[config.mk]
export PLATFORM = sky130hd
export DESIGN_NAME = fetch_decode
export DESIGN_NICKNAME = d
export VERILOG_FILES = /design/src/rtl/fetch_decode.sv
export SDC_FILE = /design/constraint.sdc
export NUM_CORES = 1
export LEC_CHECK = 0
export ABC_AREA = 1
export CORE_AREA = 5 5 70 72
export DETAILED_ROUTE_END_ITERATION = 8
export DIE_AREA = 0 0 75 77
export PLACE_DENSITY = 0.85
export SLEW_MARGIN = 40
export SYNTH_ARGS = -nofsm -noshare
export SYNTH_HDL_FRONTEND = slang
export SYNTH_SLANG_ARGS = --single-unit
export TNS_END_PERCENT = 1
[constraint.sdc]
create_clock -name clk -period 3.5 [get_ports clk]
set_clock_uncertainty 0.1 [all_clocks]
set_input_delay 0.35 -clock clk [delete_from_list [all_inputs] [get_ports clk]]
set_output_delay 0.35 -clock clk [all_outputs]
set_load 0.1 [all_outputs]
[src/rtl/fetch_decode.sv]
// Fetch/decode stage: owns the PC, assembles 1- and 2-byte instructions from a
// registered-read program ROM, resolves jumps locally and issues the rest.
module fetch_decode #(
   parameter logic [7:0] RESET_PC = 8'h00,
   parameter logic [7:0] MEM_TOP  = 8'h7F
) (
   input  logic       clk,
   input  logic       rst,
   output logic [7:0] mem_addr_o,
   input  logic [7:0] mem_data_i,
   input  logic [3:0] flags_i,
   output logic       instr_valid_o,
   input  logic       instr_ready_i,
   output logic [7:0] instr_opcode_o,
   output logic [7:0] instr_operand_o,
   output logic [7:0] pc_o,
   output logic       halted_o,
   output logic       fault_o
);

   typedef enum logic [2:0] {
      S_ADDR_OP,
      S_LAT_OP,
      S_ADDR_ARG,
      S_LAT_ARG,
      S_ISSUE,
      S_HALT
   } state_t;

   state_t     state_q;
   logic [7:0] pc_q;
   logic [7:0] opcode_q;
   logic [7:0] operand_q;
   logic       valid_q;
   logic       halted_q;
   logic       fault_q;
   logic       jump_taken;

   function automatic logic is_one_byte(input logic [7:0] op);
      return op inside {[8'h42:8'h49]};
   endfunction

   function automatic logic is_two_exec(input logic [7:0] op);
      return op inside {8'h86, 8'h87, 8'h88, 8'h89, 8'h96, 8'h97};
   endfunction

   function automatic logic is_jump(input logic [7:0] op);
      return op inside {[8'h20:8'h28]};
   endfunction

   // {N,Z,V,C} = flags_i[3:0]; opcode_q already holds the jump opcode here.
   // NOTE: every always_comb output gets a default first so no latch is inferred.
   always_comb begin
      jump_taken = 1'b0;
      case (opcode_q)
         8'h20:   jump_taken = 1'b1;
         8'h21:   jump_taken =  flags_i[3];
         8'h22:   jump_taken = ~flags_i[3];
         8'h23:   jump_taken =  flags_i[2];
         8'h24:   jump_taken = ~flags_i[2];
         8'h25:   jump_taken =  flags_i[1];
         8'h26:   jump_taken = ~flags_i[1];
         8'h27:   jump_taken =  flags_i[0];
         8'h28:   jump_taken = ~flags_i[0];
         default: jump_taken = 1'b0;
      endcase
   end

   // NOTE: state registers use non-blocking assignments only, so every branch
   // below sees the pre-edge values of all registers.
   always_ff @(posedge clk or posedge rst) begin
      if (rst) begin
         state_q   <= S_ADDR_OP;
         pc_q      <= RESET_PC;
         opcode_q  <= 8'h00;
         operand_q <= 8'h00;
         valid_q   <= 1'b0;
         halted_q  <= 1'b0;
         fault_q   <= 1'b0;
      end else begin
         case (state_q)
            S_ADDR_OP, S_ADDR_ARG: begin
               if (pc_q > MEM_TOP) begin
                  state_q  <= S_HALT;
                  halted_q <= 1'b1;
                  fault_q  <= 1'b1;
               end else begin
                  state_q <= (state_q == S_ADDR_OP) ? S_LAT_OP : S_LAT_ARG;
               end
            end

            S_LAT_OP: begin
               opcode_q <= mem_data_i;
               if (mem_data_i == 8'h00) begin
                  state_q  <= S_HALT;
                  halted_q <= 1'b1;
               end else if (is_one_byte(mem_data_i)) begin
                  pc_q      <= pc_q + 8'd1;
                  operand_q <= 8'h00;
                  valid_q   <= 1'b1;
                  state_q   <= S_ISSUE;
               end else if (is_two_exec(mem_data_i) || is_jump(mem_data_i)) begin
                  pc_q    <= pc_q + 8'd1;
                  state_q <= S_ADDR_ARG;
               end else begin
                  state_q  <= S_HALT;
                  halted_q <= 1'b1;
                  fault_q  <= 1'b1;
               end
            end

            S_LAT_ARG: begin
               operand_q <= mem_data_i;
               if (is_jump(opcode_q)) begin
                  pc_q    <= jump_taken ? mem_data_i : pc_q + 8'd1;
                  state_q <= S_ADDR_OP;
               end else begin
                  pc_q    <= pc_q + 8'd1;
                  valid_q <= 1'b1;
                  state_q <= S_ISSUE;
               end
            end

            S_ISSUE: begin
               if (instr_ready_i) begin
                  valid_q <= 1'b0;
                  state_q <= S_ADDR_OP;
               end
            end

            S_HALT: begin
               valid_q <= 1'b0;
            end

            default: begin
               state_q  <= S_HALT;
               valid_q  <= 1'b0;
               halted_q <= 1'b1;
               fault_q  <= 1'b1;
            end
         endcase
      end
   end

   assign mem_addr_o      = pc_q;
   assign pc_o            = pc_q;
   assign instr_valid_o   = valid_q;
   assign instr_opcode_o  = opcode_q;
   assign instr_operand_o = operand_q;
   assign halted_o        = halted_q;
   assign fault_o         = fault_q;

endmodule

==> results.py, run 1 <==
metrics = {
    "outcome": {
        "run_status": "finished, final reports clean",
    },
    "layout": {
        "post_route_cells_drive_above_1_share": 0.238,
        "antennaDiodeCount": 0,
        "areaGrowthSynthToFinish_pct": 20.4,
        "final_nets": 297,
        "instances_no_fill": 333,
    },
    "route": {
        "route.final.wire_length_mm": 4.22,
        "route.vias.total": 1614,
        "vias_per_cell": 4.85,
        "detailedRoute.firstIterationViolations": 94,
        "drt_first_pass_iters": 4,
        "wl_per_cell_microns": 12.7,
        "drt_drc_violations_left": 0,
        "ant_nets": 0,
    },
    "placement": {
        "io_buffers": 49,
        "dpl.cell_count": 326,
        "gp_routability_congestion": 0.896,
        "final_hpwl_from_detailed_placement_mm": 3.26,
    },
    "setup_path": {
        "cells_along_the_critical_path": "nor2_2 -> nand2_1 -> inv_1 -> nand2_1 -> nand3_1 -> o21ai_1",
        "reg2reg_setup_slack_ns": 1.61,
        "destination_of_the_worst_register_to_register_timing_path": "instr_operand_o[6]",
        "crit_top_cell": "nand2_1",
        "worstReg2RegStart": "state_q[2]",
        "crit_family": "simple AND/OR/NAND/NOR gates",
        "startpoint_type": "register",
        "reg2reg_depth": 6,
        "critPathKind": "register to register",
        "kind_of_end_point_of_the_critical_path": "register",
        "worst_path_max_delay_cell": "dfrtp_1",
        "path_max_fanout": 20,
        "crit_arrival_ns": 1.94,
        "critical-path-max-stage-delay_ns": 0.44,
        "timing.critical_path.required_ns": 3.55,
        "critPathBufInv": 1,
    },
    "timing": {
        "final_max_slew_violation_count": 0,
        "setup_viol": 0,
        "relSlewSlack": 0.605,
        "timing.fmax_mhz": 530,
        "worstMarginPinSlew_ns": 0.591,
        "totalNegativeSetupSlack_ns": 0,
        "rsz0062_at_grt": "false",
        "hold_viol_final": 0,
        "final_min_period_over_clock_period": 0.539,
        "timing.final.crit_period_ns": 1.89,
    },
    "global_routing": {
        "globalRouteMet2Util": 0.267,
        "met3_usage": 0.0418,
        "grt_remaining_overflow": 0,
        "grt_antenna_before_repair": 0,
        "grt_start_max_net_pins": 31,
        "grt-busiest-layer": "met2",
        "grt_pass1_wl_mm": 7.30,
        "grt_pass1_vias": 1588,
        "grt.met1_usage": 0.207,
        "track_usage": 0.162,
    },
    "power_and_ir_drop": {
        "vdd_ir_drop_max_v": 0.000213,
        "power.density_mw_per_mm2": 320,
        "p_leak_nw": 1.15,
    },
    "clock_tree": {
        "cts_repair_resize_count": 0,
        "clkSinkCount": 30,
        "clkLatencyLatePin_ns": 0.28,
        "clock_tree.buffer_depth": 2,
        "clockRootBuffer": "clkbuf_8",
        "cts_hold_bufs": 0,
        "numCtsBuffers": 5,
        "cts-htree-levels": 2,
        "tritoncts": "built",
        "post-cts-setup-buffers": 0,
        "cts.reportedPaths.clkPinSlew_ns": 0.07,
    },
    "floorplanning": {
        "die_height_microns": 77,
        "start_util": 0.431,
        "num_io_pins": 50,
        "core_region_area_sq_mm": 0.00423,
        "die_area_sq_mm": 0.00578,
        "row_count": 24,
        "die_width_microns": 75,
    },
    "yosys": {
        "postSynth.asyncResetShare": 1.00,
        "distinct_cells_synth": 31,
        "synth_cells": 236,
        "number_of_enable_type_register_cells_in_the_synthesized_netlist": 0,
        "synthesis.area_per_instance_sq_um": 7.73,
        "synth.net_count": 252,
        "yosys_reg_bits": 30,
        "postSynth.topFlopCell": "dfrtp_1",
        "yosysSeqAreaShare": 0.412,
        "syn_area_sq_mm": 0.00182,
        "yosysWarnings": 0,
    },
    "flow_run": {
        "maxCapViolCount": 0,
    },
    "hold_path": {
        "hold_path_class": "input port to async pin",
    },
}
-- metal layers --
layer	wire, microns	up-vias
met5	0	-
met4	44	0
met3	276	6
met1	1860	725
li1	-	843
met2	2030	40
-- stage by stage --
stage               utilization  area, sq um  hold WS, ns  setup WS (ns)  total power [W]
floorplan                     -         1820        0.341           1.35         0.000419
global placement          0.542         2290        0.358           1.43         0.000456
detailed placement        0.500         2120        0.345           1.48         0.000452
CTS                       0.519         2200        0.350           1.61         0.000712
global route              0.519         2200        0.393           1.38         0.000729
finish                    0.519         2200        0.338           1.61         0.000702
-- cell families (layout without fill, tap and decap cells) --
kind of cell / Yosys count / count (layout) / synth area share
AO/OA/AOI/OAI: 27 / 27 / 0.0981
AND/OR/NAND/NOR: 127 / 127 / 0.337
flip-flops: 30 / 30 / 0.412
adder cells (fa/ha/maj): 1 / 1 / 0.00686
buffers and inverters: 46 / 91 / 0.123
XOR/XNOR: 5 / 5 / 0.0240
-- cells in the final DEF (no fill, tap or decap), types with 3 or more instances in the layout --
master	instances
nand2_4	4
dfrtp_1	30
o21ai_1	10
inv_2	5
buf_2	35
inv_1	28
clkbuf_8	5
clkdlybuf4s50_1	14
nand2_1	60
nor3_2	3
nor3_1	4
nor2_1	9
nor2_2	3
nand3_1	37
xor2_1	3
o21ai_0	9
-- power by group --
| part | internal [W] | switching (W) | leakage [nW] |
|---|---|---|---|
| clock | 0.000133 | 0.000124 | 0.0438 |
| sequential | 0.000352 | 0.00000252 | 0.296 |
| combinational | 0.0000250 | 0.0000655 | 0.809 |
-- how the worst max path moves through the flow --
stage	slack, ns	depth (start not counted)	to	start
after floorplan	1.35	8	mem_addr_o[6]	mem_addr_o[0]
final	1.61	6	instr_operand_o[6]	state_q[2]
after global routing	1.38	6	instr_operand_o[6]	state_q[2]
after detailed placement	1.48	7	instr_operand_o[7]	mem_data_i[4]
after CTS	1.61	6	instr_operand_o[7]	state_q[2]
after global placement	1.43	1	instr_opcode_o[1]	instr_opcode_o[1]
-- state kept, by name, summed over array words and instances (netlist names) --
name and flops:
instr_opcode_o 8, state_q 3, fault_o 1, halted_o 1, instr_operand_o 8, mem_addr_o 8, instr_valid_o 1
-- cell type report --
class / instances / area, sq um
repair buffers: 50 / 323
clock inverters: 2 / 10.0
inverters: 34 / 130
multi-input cells: 160 / 850
clock buffers: 5 / 68.8
well taps: 52 / 65.1
fillers: 405 / 2040
flip-flops and latches: 30 / 751
-- cell usage after synthesis, drive strengths merged, types with 2 or more instances --
cell | instances | area share
nand2 | 66 | 0.16
nor3 | 7 | 0.027
xnor2 | 2 | 0.0096
dfrtp | 30 | 0.41
nor2 | 13 | 0.035
inv | 34 | 0.071
nand3 | 39 | 0.11
xor2 | 3 | 0.014
a21oi | 2 | 0.012
o21ai | 20 | 0.061
nand4 | 2 | 0.0069
buf | 11 | 0.049
-- worst register-to-register path: stages (launching register included) --
cell and delay (ns):
dfrtp_1 0.44, nor2_2 0.17, nand2_1 0.37, inv_1 0.27, nand2_1 0.22, nand3_1 0.12
o21ai_1 0.07
Note: power is estimated with default switching activity, not from simulation.
==> run 2, diff against run 1 <==
--- a/config.mk
+++ b/config.mk
@@ -6,10 +6,10 @@
 export NUM_CORES = 1
 export LEC_CHECK = 0
 export ABC_AREA = 1
-export CORE_AREA = 5 5 70 72
+export CORE_AREA = 5 5 72 74
 export DETAILED_ROUTE_END_ITERATION = 8
-export DIE_AREA = 0 0 75 77
-export PLACE_DENSITY = 0.85
+export DIE_AREA = 0 0 77 79
+export PLACE_DENSITY = 0.84
 export SLEW_MARGIN = 40
 export SYNTH_ARGS = -nofsm -noshare
 export SYNTH_HDL_FRONTEND = slang
==> constraint.sdc (replaced) <==
create_clock -name clk -period 1.6 [get_ports clk]
set_clock_uncertainty 0.1 [all_clocks]
set_input_delay 0.16 -clock clk [delete_from_list [all_inputs] [get_ports clk]]
set_output_delay 0.16 -clock clk [all_outputs]
set_load 0.1 [all_outputs]
==> results.py, run 2 (synthesis gave the netlist of run 1 again) <==
metrics = {
    "hold_path": {
        "hold_path_class": "input port to async pin",
    },
    "timing": {
        "holdWs_ns": 0.148,
        "hold_viol_final": 0,
        "timing.final.crit_period_ns": 1.59,
        "timing.fmax_mhz": 629,
        "final_min_period_over_clock_period": 0.994,
        "setup_viol": 0,
        "layout_setup_ws_ns": 0.00980,
        "final_max_slew_violation_count": 0,
        "worstMarginPinSlew_ns": 0.387,
        "totalNegativeSetupSlack_ns": 0,
        "rsz0062_at_grt": "true",
        "relSlewSlack": 0.742,
    },
    "power_and_ir_drop": {
        "vdd_ir_drop_max_v": 0.000500,
        "power.switching_w": 0.000451,
        "power_frac_comb": 0.152,
        "internal-power_w": 0.00122,
        "pwr-share-seq": 0.469,
        "power.density_mw_per_mm2": 560,
        "clock_power_share": 0.379,
        "p_leak_nw": 1.51,
        "finalPower_w": 0.00167,
        "switching_share": 0.270,
    },
    "setup_path": {
        "worstReg2RegStart": "instr_opcode_o[1]",
        "critPathKind": "register to register",
        "critical-path-max-stage-delay_ns": 0.53,
        "timing.critical_path.required_ns": 1.72,
        "setup.worst_path.start": "instr_opcode_o[1]",
        "startpoint_type": "register",
        "crit_top_cell": "nand2_1",
        "worst_path_max_delay_cell": "dfrtp_4",
        "cells_along_the_critical_path": "nor3_4 -> o2111ai_2 -> nand2_4 -> nand2_8 -> nand2_1 -> nand3_1 -> nand2_1",
        "crit_arrival_ns": 1.71,
        "path_max_fanout": 8,
        "kind_of_end_point_of_the_critical_path": "register",
    },
    "floorplanning": {
        "num_io_pins": 50,
        "core_region_area_sq_mm": 0.00454,
        "die_area_sq_mm": 0.00608,
        "start_util": 0.402,
        "die_width_microns": 77,
        "row_count": 25,
        "die_height_microns": 79,
    },
    "clock_tree": {
        "clkSinkCount": 30,
        "cts-htree-levels": 2,
        "clock_tree.buffer_depth": 2,
        "clockRootBuffer": "clkbuf_8",
        "tritoncts": "built",
        "clkLatencyLatePin_ns": 0.28,
        "cts.reportedPaths.clkPinSlew_ns": 0.07,
        "numCtsBuffers": 5,
    },
    "route": {
        "ant_nets": 0,
        "drt_first_pass_iters": 4,
        "vias_per_cell": 5.16,
        "drt_drc_violations_left": 0,
        "detailedRoute.firstIterationViolations": 157,
        "route.vias.total": 1807,
        "route.final.wire_length_mm": 4.94,
        "wl_per_cell_microns": 14.1,
    },
    "outcome": {
        "run_status": "finished, final reports clean",
    },
    "layout": {
        "n_fill_cell": 331,
        "antennaDiodeCount": 0,
        "post_route_cells_drive_above_1_share": 0.385,
        "final_common_cell": "nand2_1",
        "areaGrowthSynthToFinish_pct": 63.2,
        "final_cell_mix": "nand2_1 (52), buf_12 (35), nand3_1 (31), inv_1 (28), dfrtp_1 (15)",
        "final_nets": 311,
    },
    "global_routing": {
        "track_usage": 0.159,
        "grt_pass1_wl_mm": 7.73,
        "grt_antenna_before_repair": 0,
        "grt_remaining_overflow": 0,
        "grt_start_max_net_pins": 31,
        "grt_pass1_vias": 1686,
    },
    "placement": {
        "pre_cts_slack_ns": -0.243,
        "io_buffers": 49,
        "gp_routability_congestion": 0.819,
        "final_hpwl_from_detailed_placement_mm": 3.65,
    },
    "flow_run": {
        "maxCapViolCount": 0,
    },
}
-- run 2: cell types whose count changed in the layout (fill, tap and decap cells not counted), sizes merged --
cell,delta
buf,+13
clkbuf,+2
clkdlybuf4s50,-2
dlymetal6s2s,+2
clkinv,-1
nand2,+1
-- run 2: path summary, 6_finish.rpt --
check / end / slack (ns) / cells past startpoint
min in group clk: instr_operand_o[2] / 0.20 / 3
max in group asynchronous: instr_opcode_o[1] / 0.93 / 3
worst max register to register: mem_addr_o[0] / 0.01 / 7
worst min register to register: state_q[1] / 0.44 / 2
worst max-delay path: mem_addr_o[0] / 0.01 / 7
worst min-delay path: halted_o / 0.15 / 3
-- run 2: power by group through the flow --
stage / sequential [W] / clock [W] / combinational [W]
6_report: 0.000781 / 0.000632 / 0.000253
5_1_grt: 0.000782 / 0.000675 / 0.000267
4_1_cts: 0.000781 / 0.000643 / 0.000251
3_5_place_dp: 0.000795 / 0 / 0.000250
3_3_place_gp: 0.000795 / 0 / 0.000245
2_1_floorplan: 0.000864 / 0 / 0.0000528
-- run 2: area by class of cell --
type,instances,area (sq um),area share
Multi-Input combinational cell,161,955,0.321
Timing Repair Buffer,63,951,0.319
Sequential cell,30,779,0.262
Inverter,34,133,0.0446
Clock buffer,7,86.3,0.0290
Tap cell,54,67.6,0.0227
Clock inverter,1,5.00,0.00168
-- run 2: through the flow --
step,cells,cell area (sq um),utilization
finish,350,2980,0.656
global route,350,2980,0.656
CTS,348,2870,0.633
detailed placement,340,2780,0.612
global placement,340,2780,0.612
floorplan,236,1870,-
-- run 2: per-layer routing --
layer	global-route usage	part of all wire	vias up
li1	-	-	878
met1	0.182	0.40	853
met2	0.284	0.52	68
met3	0.0431	0.061	8
met4	0.0567	0.013	0
met5	0	0	-
-- run 2: worst max-delay path: cells and delay by family, from the launching register on --
family	cells	cell delay, ns
AND/OR/NAND/NOR	6	0.69
flip-flops	1	0.53
AO/OA/AOI/OAI	1	0.20
-- run 2: repair_timing --
action                                 CTS  global route
hold buffers                             0             0
resized for setup                        0            24
endpoints found under the hold margin    0             0
setup endpoints to repair                0            17
buffers inserted                         0             1
==> run 3, diff against run 2 <==
--- a/config.mk
+++ b/config.mk
@@ -6,9 +6,10 @@
 export NUM_CORES = 1
 export LEC_CHECK = 0
 export ABC_AREA = 1
-export CORE_AREA = 5 5 72 74
+export CORE_AREA = 5 5 66 80
 export DETAILED_ROUTE_END_ITERATION = 8
-export DIE_AREA = 0 0 77 79
+export DIE_AREA = 0 0 71 85
+export GPL_TIMING_DRIVEN = 0
 export PLACE_DENSITY = 0.84
 export SLEW_MARGIN = 40
 export SYNTH_ARGS = -nofsm -noshare
==> results.py, run 3 (synthesis gave the netlist of run 1 again) <==
metrics = {
    "outcome": {
        "run_status": "finished, final reports clean",
    },
    "floorplanning": {
        "start_util": 0.409,
        "num_io_pins": 50,
        "die_area_sq_mm": 0.00604,
        "core_region_area_sq_mm": 0.00446,
        "die_width_microns": 71,
        "row_count": 27,
        "die_height_microns": 85,
    },
    "placement": {
        "dpl-instance-area_sq_mm": 0.00225,
        "io_buffers": 49,
        "final_hpwl_from_detailed_placement_mm": 3.42,
        "gp_routability_congestion": 0.897,
    },
    "global_routing": {
        "grt_remaining_overflow": 0,
        "grt_start_max_net_pins": 31,
        "grt_pass1_vias": 1616,
        "grt_antenna_before_repair": 0,
        "grt_pass1_wl_mm": 7.54,
        "track_usage": 0.155,
    },
    "route": {
        "detailedRoute.firstIterationViolations": 87,
        "wl_per_cell_microns": 13.1,
        "route.vias.total": 1741,
        "ant_nets": 0,
        "vias_per_cell": 4.96,
        "route.final.wire_length_mm": 4.59,
        "drt_first_pass_iters": 4,
        "drt_drc_violations_left": 0,
    },
    "timing": {
        "final_max_slew_violation_count": 0,
        "worstMarginPinSlew_ns": 0.640,
        "timing.final.crit_period_ns": 1.53,
        "hold_viol_final": 0,
        "setup_viol": 0,
        "final_min_period_over_clock_period": 0.954,
        "timing.fmax_mhz": 655,
        "holdWs_ns": 0.185,
        "relSlewSlack": 0.573,
        "rsz0062_at_grt": "true",
    },
    "layout": {
        "layout.cell_area.non_filler_sq_mm": 0.00237,
        "final_cell_mix": "nand2_1 (59), nand3_1 (37), buf_2 (35), inv_1 (27), dfrtp_1 (15)",
        "final_nets": 308,
        "post_route_cells_drive_above_1_share": 0.338,
        "areaGrowthSynthToFinish_pct": 29.8,
        "antennaDiodeCount": 0,
        "n_fill_cell": 462,
        "final_common_cell": "nand2_1",
    },
    "setup_path": {
        "reg2reg_setup_slack_ns": 0.10,
        "worst_path_max_delay_cell": "dfrtp_1",
        "critical-path-max-stage-delay_ns": 0.44,
        "cells_along_the_critical_path": "buf_4 -> buf_2",
        "critPathBufInv": 2,
        "crit_arrival_ns": 1.27,
        "crit_family": "buffers and inverters",
        "path_max_fanout": 6,
        "kind_of_end_point_of_the_critical_path": "output pin",
        "critPathKind": "register to output pin",
        "startpoint_type": "register",
        "timing.critical_path.required_ns": 1.34,
    },
    "power_and_ir_drop": {
        "clock_power_share": 0.390,
        "power_frac_comb": 0.126,
        "p_leak_nw": 1.22,
        "internal-power_w": 0.00117,
        "pwr-share-seq": 0.484,
        "power.switching_w": 0.000431,
        "power.density_mw_per_mm2": 676,
        "switching_share": 0.269,
        "vdd_ir_drop_max_v": 0.000636,
    },
    "clock_tree": {
        "post-cts-setup-buffers": 0,
        "clock_tree.buffer_depth": 2,
        "clkLatencyLatePin_ns": 0.28,
        "cts-htree-levels": 2,
        "clkSinkCount": 30,
        "clockRootBuffer": "clkbuf_8",
        "cts.reportedPaths.clkPinSlew_ns": 0.06,
        "cts_hold_bufs": 0,
        "numCtsBuffers": 5,
        "tritoncts": "built",
    },
    "flow_run": {
        "maxCapViolCount": 0,
    },
    "hold_path": {
        "hold_path_class": "input port to async pin",
    },
}
[run 3: cell type report]
class | count | area (sq um) | area share
repair buffers | 49 | 315 | 0.133
well taps | 58 | 72.6 | 0.0307
clock buffers | 7 | 86.3 | 0.0365
inverters | 34 | 130 | 0.0550
multi-input cells | 160 | 885 | 0.374
flip-flops and latches | 30 | 779 | 0.329
clock inverters | 1 | 5.00 | 0.00211
plain buffers | 12 | 93.8 | 0.0396
[run 3: what timing repair did]
| action | CTS | global route |
|---|---|---|
| resized for setup | 0 | 6 |
| hold endpoints to repair | 0 | 0 |
| setup endpoints to repair | 0 | 16 |
[run 3: path summary, 6_finish.rpt]
kind,startpoint,to,cells past startpoint
max in group asynchronous,rst,instr_opcode_o[1],2
min in group clk,halted_o,halted_o,2
setup / recovery,mem_addr_o[6],pc_o[6],2
hold / removal,rst,mem_addr_o[6],2
setup reg to reg,instr_opcode_o[1],mem_addr_o[3],7
hold reg to reg,halted_o,halted_o,2
[run 3: stage by stage]
stage               total power, W  setup TNS (ns)  setup WS, ns  utilization  instances
finish                     0.00160               0        0.0729        0.531        351
detailed placement        0.000989           -3.23        -0.209        0.505        343
global route               0.00166          -0.124       -0.0276        0.531        351
CTS                        0.00161               0        0.0494        0.526        351
global placement          0.000995          -12.75        -0.331        0.545        343
floorplan                 0.000917          -0.407       -0.0620            -        236
[run 3: power by group through the flow]
stage	Sequential, W	Combinational [W]	Clock, W
global route	0.000775	0.000213	0.000672
detailed placement	0.000789	0.000200	0
floorplan	0.000864	0.0000528	0
global placement	0.000789	0.000206	0
finish	0.000774	0.000201	0.000624
CTS	0.000774	0.000201	0.000634
[run 3: worst register-to-register path, delay by kind of cell (launching register included)]
family / cells / cell delay [ns]
flops: 1 / 0.52
compound gates: 1 / 0.15
simple gates: 6 / 0.68
[run 3: per-layer routing]
layer / wire length (microns) / vias to the layer above / track usage
met4: 94 / 0 / 0.0632
li1: - / 868 / -
met3: 279 / 10 / 0.0296
met1: 1840 / 807 / 0.178
met5: 0 / - / 0
met2: 2380 / 56 / 0.279
==> variant (config.mk and constraints of run 2) <==
`MEM_TOP`: 8'h7F -> 8'h5F.
--- a/src/rtl/fetch_decode.sv
+++ b/src/rtl/fetch_decode.sv
@@ -2,7 +2,7 @@
 // registered-read program ROM, resolves jumps locally and issues the rest.
 module fetch_decode #(
    parameter logic [7:0] RESET_PC = 8'h00,
-   parameter logic [7:0] MEM_TOP  = 8'h7F
+   parameter logic [7:0] MEM_TOP  = 8'h5F
 ) (
    input  logic       clk,
    input  logic       rst,
Behaviour: not the same (a bounded check fails within 10 cycles, from zero or initial values and one cycle with rst high).
==> variant against run 2 <==
Power grew 4.6%. Combinational power down 2%. Worst setup slack got worse by 0.014 ns. Die area unchanged. Area after synthesis hardly changed. The flow now finishes with violations (setup timing). Wire length increased by 10%. Sequential cell count stayed put. Cell area up 5.6%. Highest routed layer unchanged. Clock power grew 13%.
==> variant: results <==
set metrics [dict create \
    status "complete, but fails checks" \
    violations "setup timing" \
    port_buffers 49 \
    cp.arrival_ns 1.73 \
    ir_worst_vdd_mv 0.578 \
    hpwl_mm 3.97 \
    dr.pass1.iters 4 \
    htreeDepth 2 \
    antenna_found_initial 0 \
    vias 1833 \
    routabilityCongestion 0.914 \
    ys_top_cells_by_area "dfrtp_1, nand3_1, nand2_1, inv_1, o21ai_0" \
    via_per_inst 5.09 \
    dp_cells 348 \
    cts_buffer_depth 2 \
    routed_wl_mm 5.46 \
    layout.nets 321 \
    clk_pin_slew_worst_paths_ns 0.06 \
    fillers 312 \
    clock-root-buffer "clkbuf_8" \
    seq_area_frac_synth_pct 41.1 \
    n_antenna_cell 0 \
    worstHoldPathType "in -> async" \
    ys_types 35 \
    ys_async_sr_fraction_pct 100 \
    cts_made_buffers 5 \
    grt_pass1_wl_mm 8.85 \
    dp_slack_ns -0.235 \
    clock_latency_ns 0.28 \
    drt-initial-drc-count 188 \
    yosysWarnings 0 \
    grt_usage_pct 18.2 \
    path_max_fanout 6 \
    setup_viol_count_final 1 \
    switching_share_pct 25.3 \
    synth_common_cells "nand2_1, nand3_1, dfrtp_1" \
    syn_nets 251 \
    slew_headroom_pct 74.7 \
    avgSynthCellArea_sq_um 7.77 \
    drive_above_1_share_pct 44.8 \
    p_leak_uw 0.00162 \
    grt_max_degree 31 \
    fin_ws_ns -0.00422 \
]
variant: path summary, 6_finish.rpt:
path                                     end  cells past startpoint              start
min reg2reg                          fault_o                      1            fault_o
max in group asynchronous  instr_opcode_o[6]                      3                rst
min in group clk           instr_opcode_o[1]                      3      mem_data_i[1]
max                            mem_addr_o[1]                     11  instr_opcode_o[6]
max reg2reg                    mem_addr_o[1]                     11  instr_opcode_o[6]
min                            mem_addr_o[1]                      3                rst
variant: final cells by class:
type                            instances  area share, %
Sequential cell                        30           25.1
Clock buffer                            8           3.50
Inverter                               34           4.50
Tap cell                               54           2.15
Timing Repair Buffer                   73           33.1
Multi-Input combinational cell        161           31.6
variant: kinds of logic after synthesis:
logic type	count (synthesis)	synth area share (%)
compound gates	28	9.05
fa+ha+maj	1	0.685
buf+inv	45	11.9
simple gates	125	34.4
xor+xnor	6	2.88
flops	30	41.1
variant: what timing repair did:
item                                    CTS  global route
resized for setup                        14            20
gates cloned                              1             0
pin swaps                                 4            11
buffers inserted                          0             3
endpoints found under the setup margin    7            13
variant: critical path, stage by stage, from the launching register on:
cell and delay, ns:
dfrtp_4 0.47, inv_2 0.06, nand2_2 0.06, nor2_4 0.11, nand3_2 0.09, inv_2 0.08
nand3_4 0.09, nand2_4 0.13, nand2_4 0.09, nand2_1 0.10, nand3_2 0.08, nand2_1 0.07
variant: layer usage:
metal	up-vias	part of all wire (%)	track usage, %
li1	893	-	-
met1	860	40	21.9
met2	66	52	31.2
met3	14	5.9	5.10
met4	0	2.2	6.70
met5	-	0	0
variant: power by group through the flow:
stage,Clock [uW],Combinational (uW),Sequential (uW)
3_5_place_dp,0,243,796
2_1_floorplan,0,45.0,865
3_3_place_gp,0,240,795
5_1_grt,759,262,783
4_1_cts,723,245,782
6_report,713,247,782
variant: through the flow:
stage,cell area (sq um),power (uW),setup TNS (ns),hold WS [ns]
after floorplan,1880,910,-0.476,0.150
after global routing,3140,1800,-0.545,0.193
final,3140,1740,-0.00422,0.147
after global placement,2860,1030,-2.37,0.431
after detailed placement,2860,1040,-3.55,0.444
after CTS,3040,1750,-0.00481,0.159
